<file path="config.mk">
export PLATFORM = sky130hd
export DESIGN_NAME = pipe_hazard_ctrl
export DESIGN_NICKNAME = d
export VERILOG_FILES = /design/src/rtl/pipe_hazard_ctrl.sv
export SDC_FILE = /design/constraint.sdc
export NUM_CORES = 1
export LEC_CHECK = 0
export ABC_AREA = 1
export CAP_MARGIN = 20
export CORE_MARGIN = 2
export CORE_UTILIZATION = 40
export DETAILED_ROUTE_END_ITERATION = 10
export PLACE_DENSITY = 0.72
export SYNTH_ARGS = -nofsm -noshare
export SYNTH_HDL_FRONTEND = slang
export SYNTH_SLANG_ARGS = --single-unit
</file>
<file path="constraint.sdc">
create_clock -name clk -period 2.6 [get_ports clk]
set_input_delay 0.39 -clock clk [delete_from_list [all_inputs] [get_ports clk]]
set_output_delay 0.39 -clock clk [all_outputs]
set_load 0.1 [all_outputs]
</file>
<file path="src/rtl/pipe_hazard_ctrl.sv">
// -----------------------------------------------------------------------------
// pipe_hazard_ctrl
//   Stall/flush sequencer for a 5-stage MIPS pipeline (PC, IF/ID, ID/EX,
//   EX/MEM, MEM/WB). It owns no data. It drives an active-low load enable for
//   every pipeline register and inserts bubbles for four cases: load-use
//   hazards, multi-cycle mult/div ops, data-memory wait states and taken
//   branches. Priority: mem_busy > MDU > load-use > taken branch.
//
// Ports
//   clk, rst          single clock; synchronous active-high reset
//   id_rs, id_rt      source specifiers of the instruction in ID
//   id_use_rs/_rt     ID instruction actually reads rs / rt
//   ex_mem_read       instruction in EX is a load
//   ex_rd             destination of the instruction in EX
//   id_mdu_start      ID instruction is a mult/div
//   mem_busy          data memory not ready; MEM must hold
//   id_branch_tkn     branch resolved taken in ID
//   *_en_bar          0 = pipeline register loads this cycle
//   ifid_flush        IF/ID loads a NOP
//   idex_flush        ID/EX loads a NOP (bubble)
//   mdu_busy          mult/div op in progress
//   stall_cnt         saturating count of cycles with pc_en_bar=1
// -----------------------------------------------------------------------------
module pipe_hazard_ctrl #(
    parameter int REG_W   = 5,
    parameter int MDU_LAT = 4,
    parameter int CNT_W   = 16
) (
    input  logic             clk,
    input  logic             rst,
    input  logic [REG_W-1:0] id_rs,
    input  logic [REG_W-1:0] id_rt,
    input  logic             id_use_rs,
    input  logic             id_use_rt,
    input  logic             ex_mem_read,
    input  logic [REG_W-1:0] ex_rd,
    input  logic             id_mdu_start,
    input  logic             mem_busy,
    input  logic             id_branch_tkn,
    output logic             pc_en_bar,
    output logic             ifid_en_bar,
    output logic             idex_en_bar,
    output logic             exmem_en_bar,
    output logic             memwb_en_bar,
    output logic             ifid_flush,
    output logic             idex_flush,
    output logic             mdu_busy,
    output logic [CNT_W-1:0] stall_cnt
);

    // Enough bits to hold MDU_LAT-1 (MDU_LAT >= 2).
    localparam int MC_W = $clog2(MDU_LAT);

    typedef enum logic [1:0] {
        RUN  = 2'd0,
        MDU  = 2'd1,
        MEMW = 2'd2
    } state_t;

    state_t          state, state_nxt;
    logic [MC_W-1:0] mdu_cnt, mdu_cnt_nxt;
    logic            lu;
    logic            run_like;
    logic            mdu_go;

    // Load-use hazard; $0 is hard-wired zero and never creates a dependency.
    assign lu = ex_mem_read && (ex_rd != '0) &&
                ((id_use_rs && (id_rs == ex_rd)) || (id_use_rt && (id_rt == ex_rd)));

    // MEMW releasing (mem_busy low) acts like RUN for this cycle.
    assign run_like = (state == RUN) || (state == MEMW);

    // A new mult/div may only issue when no earlier op is parked in MEMW.
    assign mdu_go = run_like && !mem_busy && id_mdu_start && !lu && (mdu_cnt == '0);

    // State register.
    // NOTE: sequential state uses non-blocking (<=) so every flop samples the
    // pre-edge values; blocking here would create order-dependent races.
    always_ff @(posedge clk) begin
        if (rst) begin
            state   <= RUN;
            mdu_cnt <= '0;
        end else begin
            state   <= state_nxt;
            mdu_cnt <= mdu_cnt_nxt;
        end
    end

    // Next-state logic.
    // NOTE: every combinational output gets a default first so no path can
    // leave it unassigned and infer a latch.
    always_comb begin
        state_nxt   = state;
        mdu_cnt_nxt = mdu_cnt;
        if (mem_busy) begin
            // Counter frozen; MEMW remembers the MDU op through mdu_cnt != 0.
            state_nxt = MEMW;
        end else begin
            case (state)
                MDU: begin
                    mdu_cnt_nxt = mdu_cnt - 1'b1;
                    if (mdu_cnt <= MC_W'(1)) state_nxt = RUN;
                end
                default: begin
                    if (mdu_go) begin
                        state_nxt   = MDU;
                        mdu_cnt_nxt = MC_W'(MDU_LAT - 1);
                    end else begin
                        state_nxt = (mdu_cnt != '0) ? MDU : RUN;
                    end
                end
            endcase
        end
    end

    // Mealy outputs: state plus current hazard inputs.
    always_comb begin
        pc_en_bar    = 1'b0;
        ifid_en_bar  = 1'b0;
        idex_en_bar  = 1'b0;
        exmem_en_bar = 1'b0;
        memwb_en_bar = 1'b0;
        ifid_flush   = 1'b0;
        idex_flush   = 1'b0;
        if (rst) begin
            pc_en_bar    = 1'b1;
            ifid_en_bar  = 1'b1;
            idex_en_bar  = 1'b1;
            exmem_en_bar = 1'b1;
            memwb_en_bar = 1'b1;
        end else if (mem_busy || (state == MDU)) begin
            // Freeze the front of the pipe; MEM/WB keeps draining (a NOP slot
            // while memory waits, the older instruction during an MDU op).
            pc_en_bar    = 1'b1;
            ifid_en_bar  = 1'b1;
            idex_en_bar  = 1'b1;
            exmem_en_bar = 1'b1;
        end else if (lu) begin
            // Hold PC and IF/ID, drop one bubble into ID/EX. A simultaneous
            // taken branch is re-evaluated next cycle.
            pc_en_bar   = 1'b1;
            ifid_en_bar = 1'b1;
            idex_flush  = 1'b1;
        end else if (!mdu_go && id_branch_tkn) begin
            ifid_flush = 1'b1;
        end
    end

    assign mdu_busy = (state == MDU) || ((state == MEMW) && (mdu_cnt != '0));

    // Saturating stall counter.
    always_ff @(posedge clk) begin
        if (rst) begin
            stall_cnt <= '0;
        end else if (pc_en_bar && (stall_cnt != '1)) begin
            stall_cnt <= stall_cnt + 1'b1;
        end
    end

endmodule
</file>
# --- Word-level counts from Yosys, hierarchy flattened ---
# Index checks and enable logic that the tools add are counted.
totals:
  output_inout_bits: 24
  register_bits: 20
  wordCells: 59
  inputBits: 23
op_classes:
  mux: 19
  magnitude_cmp: 1
  n_eq_ne: 7
  n_bitwise: 1
  reduce_logical: 25
  n_addsub: 2
op_table:
  columns: ["operator", "n"]
  rows:
  - ["$add A16 B1 Y16 const B", 1]
  - ["$ne A16 B16 Y1 const B", 1]
  - ["$mux W1", 14]
  - ["$logic_and A1 B1 Y1", 11]
  - ["$eq A5 B5 Y1", 2]
  - ["$mux W2", 5]
  - ["$reduce_bool A5 Y1", 1]
  - ["$logic_not A2 Y1", 2]
  - ["$logic_or A1 B1 Y1", 4]
  - ["$reduce_bool A2 Y1", 2]
  - ["$logic_not A1 Y1", 3]
  - ["$ne A3 B3 Y1 const B", 1]
  - ["$eq A2 B1 Y1 const B", 1]
  - ["$eq A2 B2 Y1 const B", 1]
  - ["$le A2 B1 Y1 const B", 1]
  - ["$ne A2 B2 Y1 const B", 1]
  - ["$reduce_and A2 Y1", 1]
  - ["$reduce_or A2 Y1", 1]
  - ["$sub A2 B1 Y2 const B", 1]
  - ["$not A1 Y1", 1]

# --- Depth between registers and ports, before layout ---
# Gate-level depths: netlist (run 1).
logic_depth:
  depth_word: 13
  depth_mapped: 13
  mapped_depth_nobuf: 13

# --- Worst setup path before layout (run 1) ---
# Ideal clock, no wire load.
synth_path:
  path_kind: "input -> output"
  from: "in rst"
  to: "out ifid_flush"
  path_buffers: 2
  required_time_ns: 2.210
  path_stages: 7
  t_arrival_ns: 3.315
  path_slack_ns: -1.105
  cell_sequence: "clkbuf_1 -> nor2_1 -> nand2_1 -> inv_1 -> nand2_2 -> buf_2 -> nor2_1"
synth_between:
  elab_chain_cells: 1
synth_rtl:
  columns: ["element", "line_no", "text"]
  rows:
  - ["start, declared", "30", "input logic rst,"]
  - ["$mux W1", "125", "if (rst) begin"]
  - ["end, declared", "45", "output logic ifid_flush,"]
# Every way passes these cells.

# --- Worst setup path in the final report (run 1) ---
layout_path:
  from: "in ex_rd[4]"
  to: "out ifid_flush"
layout_between:
  elab_chain_cells: 13
  elab_cells_between_ends: 17
  cone_classes: "2 x eq/ne; 4 x mux; 11 x reduce/logical"
layout_rtl:
  columns: ["element", "line_no", "text"]
  rows:
  - ["start, declared", "36", "input logic [REG_W-1:0] ex_rd,"]
  - ["$eq A5 B5 Y1", "68", "((id_use_rs && (id_rs == ex_rd)) || (id_use_rt && (id_rt == ex_rd)));"]
  - ["$logic_and A1 B1 Y1", "68", null]
  - ["$logic_or A1 B1 Y1", "68", null]
  - ["$logic_and A1 B1 Y1 *", "67", "assign lu = ex_mem_read && (ex_rd != '0) &&"]
  - ["$logic_not A1 Y1", "74", "assign mdu_go = run_like && !mem_busy && id_mdu_start && !lu && (mdu_cnt == '0);"]
  - ["$logic_and A1 B1 Y1 (2 in series)", "74", null]
  - ["$logic_not A1 Y1", "144", "end else if (!mdu_go && id_branch_tkn) begin"]
  - ["$logic_and A1 B1 Y1", "144", null]
  - ["$mux W1", "144", null]
  - ["$mux W1 *", "138", "end else if (lu) begin"]
  - ["$mux W1 *", "131", "end else if (mem_busy || (state == MDU)) begin"]
  - ["$mux W1 *", "125", null]
# Every way passes the cells marked *; elsewhere a longest branch is shown, timed or not.

==> summary.md, run 1 <==
| Metric | Value |
|---|---|
| Commonest cells after routing, fill and taps aside | `nand2_1 (58), inv_1 (34), nand3_1 (24)` |
| Synth top area share | `28.1%` |
| Number of distinct library cells after synthesis | `26` |
| Initial antenna violation count | `0` |
| DR vias | `~1,500` |
| Outcome | `complete, no violations` |
| Fillers | `335` |
| Crit path launch type | `input pin` |
| CTS tree | `yes` |
| Yosys top cell by area | `dfxtp_1` |
| Net Sw Power | `0.000269 W` |
| Hold Path Class | `register to register` |
| Synthesis warning total | `0` |
| Post-CTS Resized | `0` |
| Post-synth top flop | `dfxtp_1` |
| Clock Latency Late Sink | `0.30 ns` |
| Comb pwr share | `29.9%` |
| Final wirelength | `3510 um` |
| CTS clock-pin slew for the worst setup and hold paths | `0.12 ns` |
| Largest net degree at the start of global routing | `17` |
| Vias per Instance | `4.76` |
| I/O pin total | `47` |
| Post-synth EDFFs | `0` |
| CP delay by family, top | `simple AND/OR/NAND/NOR gates` |
| Most common cell after layout, fill and taps aside | `nand2_1` |
| Required @ worst endpoint | `around 2.2 ns` |
| Worst endpoint data arrival time | `1.94 ns` |
| Pins Over Slew Limit | `0` |
| Port bufs | `46` |
| Slew @ Worst Pin | `0.362 ns` |
| Buf+Inv Stages, Crit Path | `3` |
| Hold WS | `0.507 ns` |
| Std cell rows | `21` |
| Layout cells sized above 1 | `16.3%` |
| Minimum clock period | `2.33 ns` |
| DRT Pass-1 Iters | `4` |
| CP endpoint kind | `primary output` |
| Power Internal | `0.000559 W` |
| Drt drc | `0` |
| Total GRT Usage | `18.2%` |
| Syn_nets | `approximately 250` |
| Dpl hpwl | `2730 um` |
| Drt wl/cell | `roughly 11 um` |
| Tcrit/Tclk final | `89.6%` |
| Post-DRT Antenna Nets | `0` |
| Top post-synthesis cells by area | `dfxtp_1 (28%), nand2_1 (16%), inv_1 (9.0%), nand3_1 (8.4%), xor2_1 (7.4%)` |
| Core area | `between 3000 and 4000 sq um` |
| Setup_tns | `0 ns` |
| Power Density | `roughly 410 nW/um^2` |
| Worst path slowest cell | `clkdlybuf4s50_1` |
| First-pass GRT wire length | `6040 um` |
| Area grow syn2layout | `40.9%` |
| Vias in the first global route | `1,397` |
| Final Hold Viols | `0` |
| Root Driver | `clkbuf_4` |
| Clk pwr share | `30.9%` |
| Lkg Pwr | `0.924 nW` |
| Skew final | `0.00689 ns` |
| Netlist Area Pre-Place | `roughly 1400 sq um` |
| Htree depth | `1` |
| Mean post-synth cell area | `6.32 sq um` |
| Initial drt markers | `69` |
| Cells along the critical path | `clkdlybuf4s50_1 -> inv_1 -> nand2_1 -> nand2_1 -> nor2_1 -> nand3_1 -> nand2_1 -> nand2_1 -> nand3_1 -> nand2_1 -> nor2_4 -> buf_12` |
| Die area | `roughly 4000 sq um` |
| Net Sw Frac | `32.5%` |
| Post-synthesis cell count | `between 200 and 250` |
| Hold_buf cts | `0` |
| Die extent in x | `roughly 64 um` |
| Flops & latches, synth | `20` |
| Overflow left after global routing | `0` |
| Post-synth ARST share | `0%` |
| Die H | `63.6 um` |
| Max IR drop VDD | `351 uV` |
| TritonCTS Buffers | `3` |
| # clock sinks | `20` |
| Post-synthesis sequential area ratio | `28.1%` |
| Setup violations, final | `0` |
| Post-CTS setup buffer count | `0` |
| Slew margin rel. | `roughly 76%` |
| Final net count | `around 300` |
| Crit-path max FO | `4` |
| Max-Cap Viols | `0` |
| Final Wtd Congestion | `0.872` |
| RSZ-0062 raised after global routing | `false` |
| Largest stage delay, worst path | `0.52 ns` |
| Most frequent cell on the critical path | `nand2_1` |
| Reg power frac | `around two fifths` |
| Starting Density | `about 42%` |
| N_diodes | `0` |
| Clk buf depth | `2` |
| CP Class | `input pin to primary output` |
| Fmax | `about 430 MHz` |
==> metrics by stage <==
stage / cell area (sq um) / util, % / setup WS [ns] / cells / power [W]
3_3_place_gp: 1950 / 58.0 / 0.242 / 312 / 0.000577
2_1_floorplan: 1440 / - / 0.0516 / 225 / 0.000493
3_5_place_dp: 1950 / 58.0 / 0.205 / 312 / 0.000579
5_1_grt: 2000 / 59.6 / 0.108 / 316 / 0.000868
6_report: 2000 / 59.6 / 0.270 / 316 / 0.000828
4_1_cts: 2000 / 59.6 / 0.248 / 316 / 0.000838
==> worst min-delay path: cells and delay by family, from the launching register on <==
family	cells	cell delay (ns)
AOI/OAI and AO/OA	1	0.05
DFF	1	0.35
and+or+nand+nor	1	0.07
==> worst paths after layout <==
kind / from / end / slack [ns] / depth (start not counted)
hold / removal: stall_cnt[10] / stall_cnt[10] / 0.51 / 2
hold reg to reg: stall_cnt[10] / stall_cnt[10] / 0.51 / 2
setup / recovery: ex_rd[4] / ifid_flush / 0.27 / 12
setup reg to reg: stall_cnt[0] / stall_cnt[0] / 0.50 / 11
==> synthesized netlist by cell type, types with 2 or more instances <==
library cell / count
a21oi_1: 17
buf_2: 2
buf_4: 3
clkbuf_1: 2
dfxtp_1: 20
ha_1: 3
inv_1: 34
nand2_1: 59
nand2_2: 3
nand3_1: 24
nand4_1: 4
nor2_1: 23
nor3_1: 4
nor3_4: 2
o21ai_0: 3
xor2_1: 12
==> power groups by stage <==
stage / clock network, W / registers [W] / logic [W]
after global routing: 0.000276 / 0.000326 / 0.000266
after floorplan: 0 / 0.000365 / 0.000129
final: 0.000256 / 0.000324 / 0.000248
after CTS: 0.000265 / 0.000324 / 0.000249
after detailed placement: 0 / 0.000331 / 0.000248
after global placement: 0 / 0.000331 / 0.000246
==> logic make-up (layout without fill, tap and decap cells) <==
kind of cell	count (synthesis)	after routing	share of synthesized area, %
flip-flops	20	20	28.1
adder cells (fa/ha/maj)	3	3	2.64
AO/OA/AOI/OAI	22	22	8.18
AND/OR/NAND/NOR	124	124	40.2
XOR/XNOR	13	13	8.00
buffers and inverters	43	88	12.8
==> registers in the layout (all words and copies together) (netlist names) <==
name	count
mdu_cnt	2
state	2
stall_cnt	16
==> cell type report <==
cell class                 count  area [sq um]  area share, %
inverter                      35           131           6.55
clock inverter                 1          30.0           1.50
clock buffer                   3          22.5           1.12
multi-input combinational    162           852           42.5
timing repair buffer          49           510           25.5
sequential                    20           400           20.0
tap                           46          57.6           2.87
==> metal layers <==
metal / up-vias / wire [um] / global-route usage, %
li1: 795 / - / -
met1: 664 / 1680 / 24.4
met2: 42 / 1590 / 30.3
met3: 2 / 213 / 2.68
met4: 0 / 22 / 4.89
met5: - / 0 / 0
Power figures use the tool's default switching activity.
==> run 2: changes to the inputs <==
CORE_ASPECT_RATIO = 1.25   (was unset)
==> summary.md, run 2 (synthesis results as in run 1) <==
| Metric | Value |
|---|---|
| Htree depth | `1` |
| Fillers | `320` |
| Max IR drop VDD | `455 uV` |
| Initial drt markers | `31` |
| Power Density | `389 nW/um^2` |
| Hold Path Class | `register to register` |
| Setup violations, final | `0` |
| DR vias | `1,495` |
| Post-CTS setup buffer count | `0` |
| Port bufs | `46` |
| Vias per Instance | `4.85` |
| Die extent in x | `57.3 um` |
| Worst r2r src | `stall_cnt[0]` |
| Max-Cap Viols | `0` |
| Hold_buf cts | `0` |
| Post-placement cell count | `305` |
| Post-DRT Antenna Nets | `0` |
| Drt drc | `0` |
| DRT Pass-1 Iters | `6` |
| Finished Layout Cells | `around 300` |
| Die H | `around 71 um` |
| Final Hold Viols | `0` |
| CTS tree | `yes` |
| Crit-path max FO | `4` |
| Slew margin rel. | `75.3%` |
| Final Wtd Congestion | `between 0.8 and 0.9` |
| Commonest cells after routing, fill and taps aside | `nand2_1 (58), inv_1 (34), nand3_1 (24)` |
| Slew @ Worst Pin | `between 0.3 and 0.4 ns` |
| Std cell rows | `24` |
| Dpl hpwl | `~2700 um` |
| Clk buf depth | `2` |
| Max reg flops | `16` |
| Reg-to-reg endpoint | `stall_cnt[1]` |
| Layout cells sized above 1 | `16.0%` |
| RSZ-0062 raised after global routing | `false` |
| Initial antenna violation count | `0` |
| Pins Over Slew Limit | `0` |
| I/O pin total | `47` |
| CP endpoint kind | `primary output` |
| # clock sinks | `20` |
| Critical Path End | `ifid_flush` |
| Core area | `3450 sq um` |
| Clock Latency Late Sink | `0.25 ns` |
| R2r setup slk | `0.52 ns` |
| Area of the multi-input gates | `852 sq um` |
| CTS clock-pin slew for the worst setup and hold paths | `0.07 ns` |
| Area grow syn2layout | `39.5%` |
| Largest net degree at the start of global routing | `17` |
| Crit path from | `ex_rd[4]` |
| Drt wl/cell | `11.1 um` |
| Most common cell after layout, fill and taps aside | `nand2_1` |
| Post-CTS Resized | `0` |
| CP Class | `input pin to primary output` |
| Total GRT Usage | `17.9%` |
| Fmax | `420 MHz` |
| Register area | `approximately 400 sq um` |
| Setup_tns | `0 ns` |
| Final wirelength | `around 3400 um` |
| Worst endpoint data arrival time | `1.99 ns` |
| Most flops, register | `stall_cnt` |
| Overflow left after global routing | `0` |
| Minimum clock period | `roughly 2.4 ns` |
| Outcome | `complete, no violations` |
| Skew final | `0.00191 ns` |
| Vias in the first global route | `roughly 1,400` |
| Die area | `approximately 4100 sq um` |
| Lkg Pwr | `0.918 nW` |
| TritonCTS Buffers | `3` |
| Starting Density | `about two fifths` |
| Crit path launch type | `input pin` |
| Final net count | `297` |
| Reg2Reg Depth | `10` |
| Required @ worst endpoint | `2.21 ns` |
| Top Registers | `stall_cnt x16, mdu_cnt x2, state x2` |
| Tcrit/Tclk final | `approximately 90%` |
| First-pass GRT wire length | `6000 um` |
| N_diodes | `0` |
| Root Driver | `clkbuf_8` |
==> run 2: cell types whose count changed in the layout (fill, tap and decap cells not counted), sizes merged <==
| cell | previous run | this run |
|---|---|---|
| bufinv | 1 | 0 |
==> run 2: through the flow <==
stage / power, W / hold WS, ns / worst slack [ns] / area, sq um / utilization, %
after detailed placement: 0.000580 / 0.487 / 0.229 / 1940 / 56.3
after CTS: 0.000781 / 0.500 / 0.229 / 1980 / 57.5
final: 0.000772 / 0.500 / 0.221 / 1980 / 57.5
after floorplan: 0.000493 / 0.472 / 0.0516 / 1440 / -
after global routing: 0.000811 / 0.515 / 0.0626 / 1980 / 57.5
after global placement: 0.000578 / 0.492 / 0.263 / 1940 / 56.3
==> run 2: worst min-delay path by stage <==
stage	startpoint	endpoint	slack, ns	cells past startpoint
floorplan	mdu_cnt[1]	mdu_cnt[1]	0.47	2
global placement	stall_cnt[11]	stall_cnt[11]	0.49	2
detailed placement	stall_cnt[7]	stall_cnt[7]	0.49	2
CTS	stall_cnt[7]	stall_cnt[7]	0.50	2
global route	stall_cnt[7]	stall_cnt[7]	0.51	2
finish	stall_cnt[11]	stall_cnt[11]	0.50	2
==> run 2: per-layer routing <==
layer	share of wire (%)	GRT usage, %	vias to the layer above
li1	-	-	793
met1	45	21.4	664
met2	51	31.9	36
met3	4.1	2.56	2
met4	0.59	6.20	0
met5	0	0	-
==> run 2: critical path, cell delays in order <==
cell             delay (ns)
clkdlybuf4s50_1        0.53
inv_1                  0.07
nand2_1                0.06
nand2_1                0.05
nor2_1                 0.11
nand3_1                0.07
nand2_1                0.07
nand2_1                0.12
nand3_1                0.14
nand2_1                0.10
nor2_4                 0.10
buf_12                 0.18
==> run 2: cell type report <==
cell class                      count  area share (%)
Sequential cell                    20            20.2
Timing Repair Buffer               49            25.7
Multi-Input combinational cell    162            42.9
Clock buffer                        3            2.08
Inverter                           35            6.62
Tap cell                           39            2.46
==> run 2: power breakdown <==
| group | leakage (nW) | switching, W | internal, W |
|---|---|---|---|
| clock | 0.0216 | 0.0000976 | 0.000103 |
| combinational | 0.734 | 0.000160 | 0.0000874 |
| sequential | 0.162 | 0.00000809 | 0.000316 |
| total | 0.918 | 0.000266 | 0.000506 |
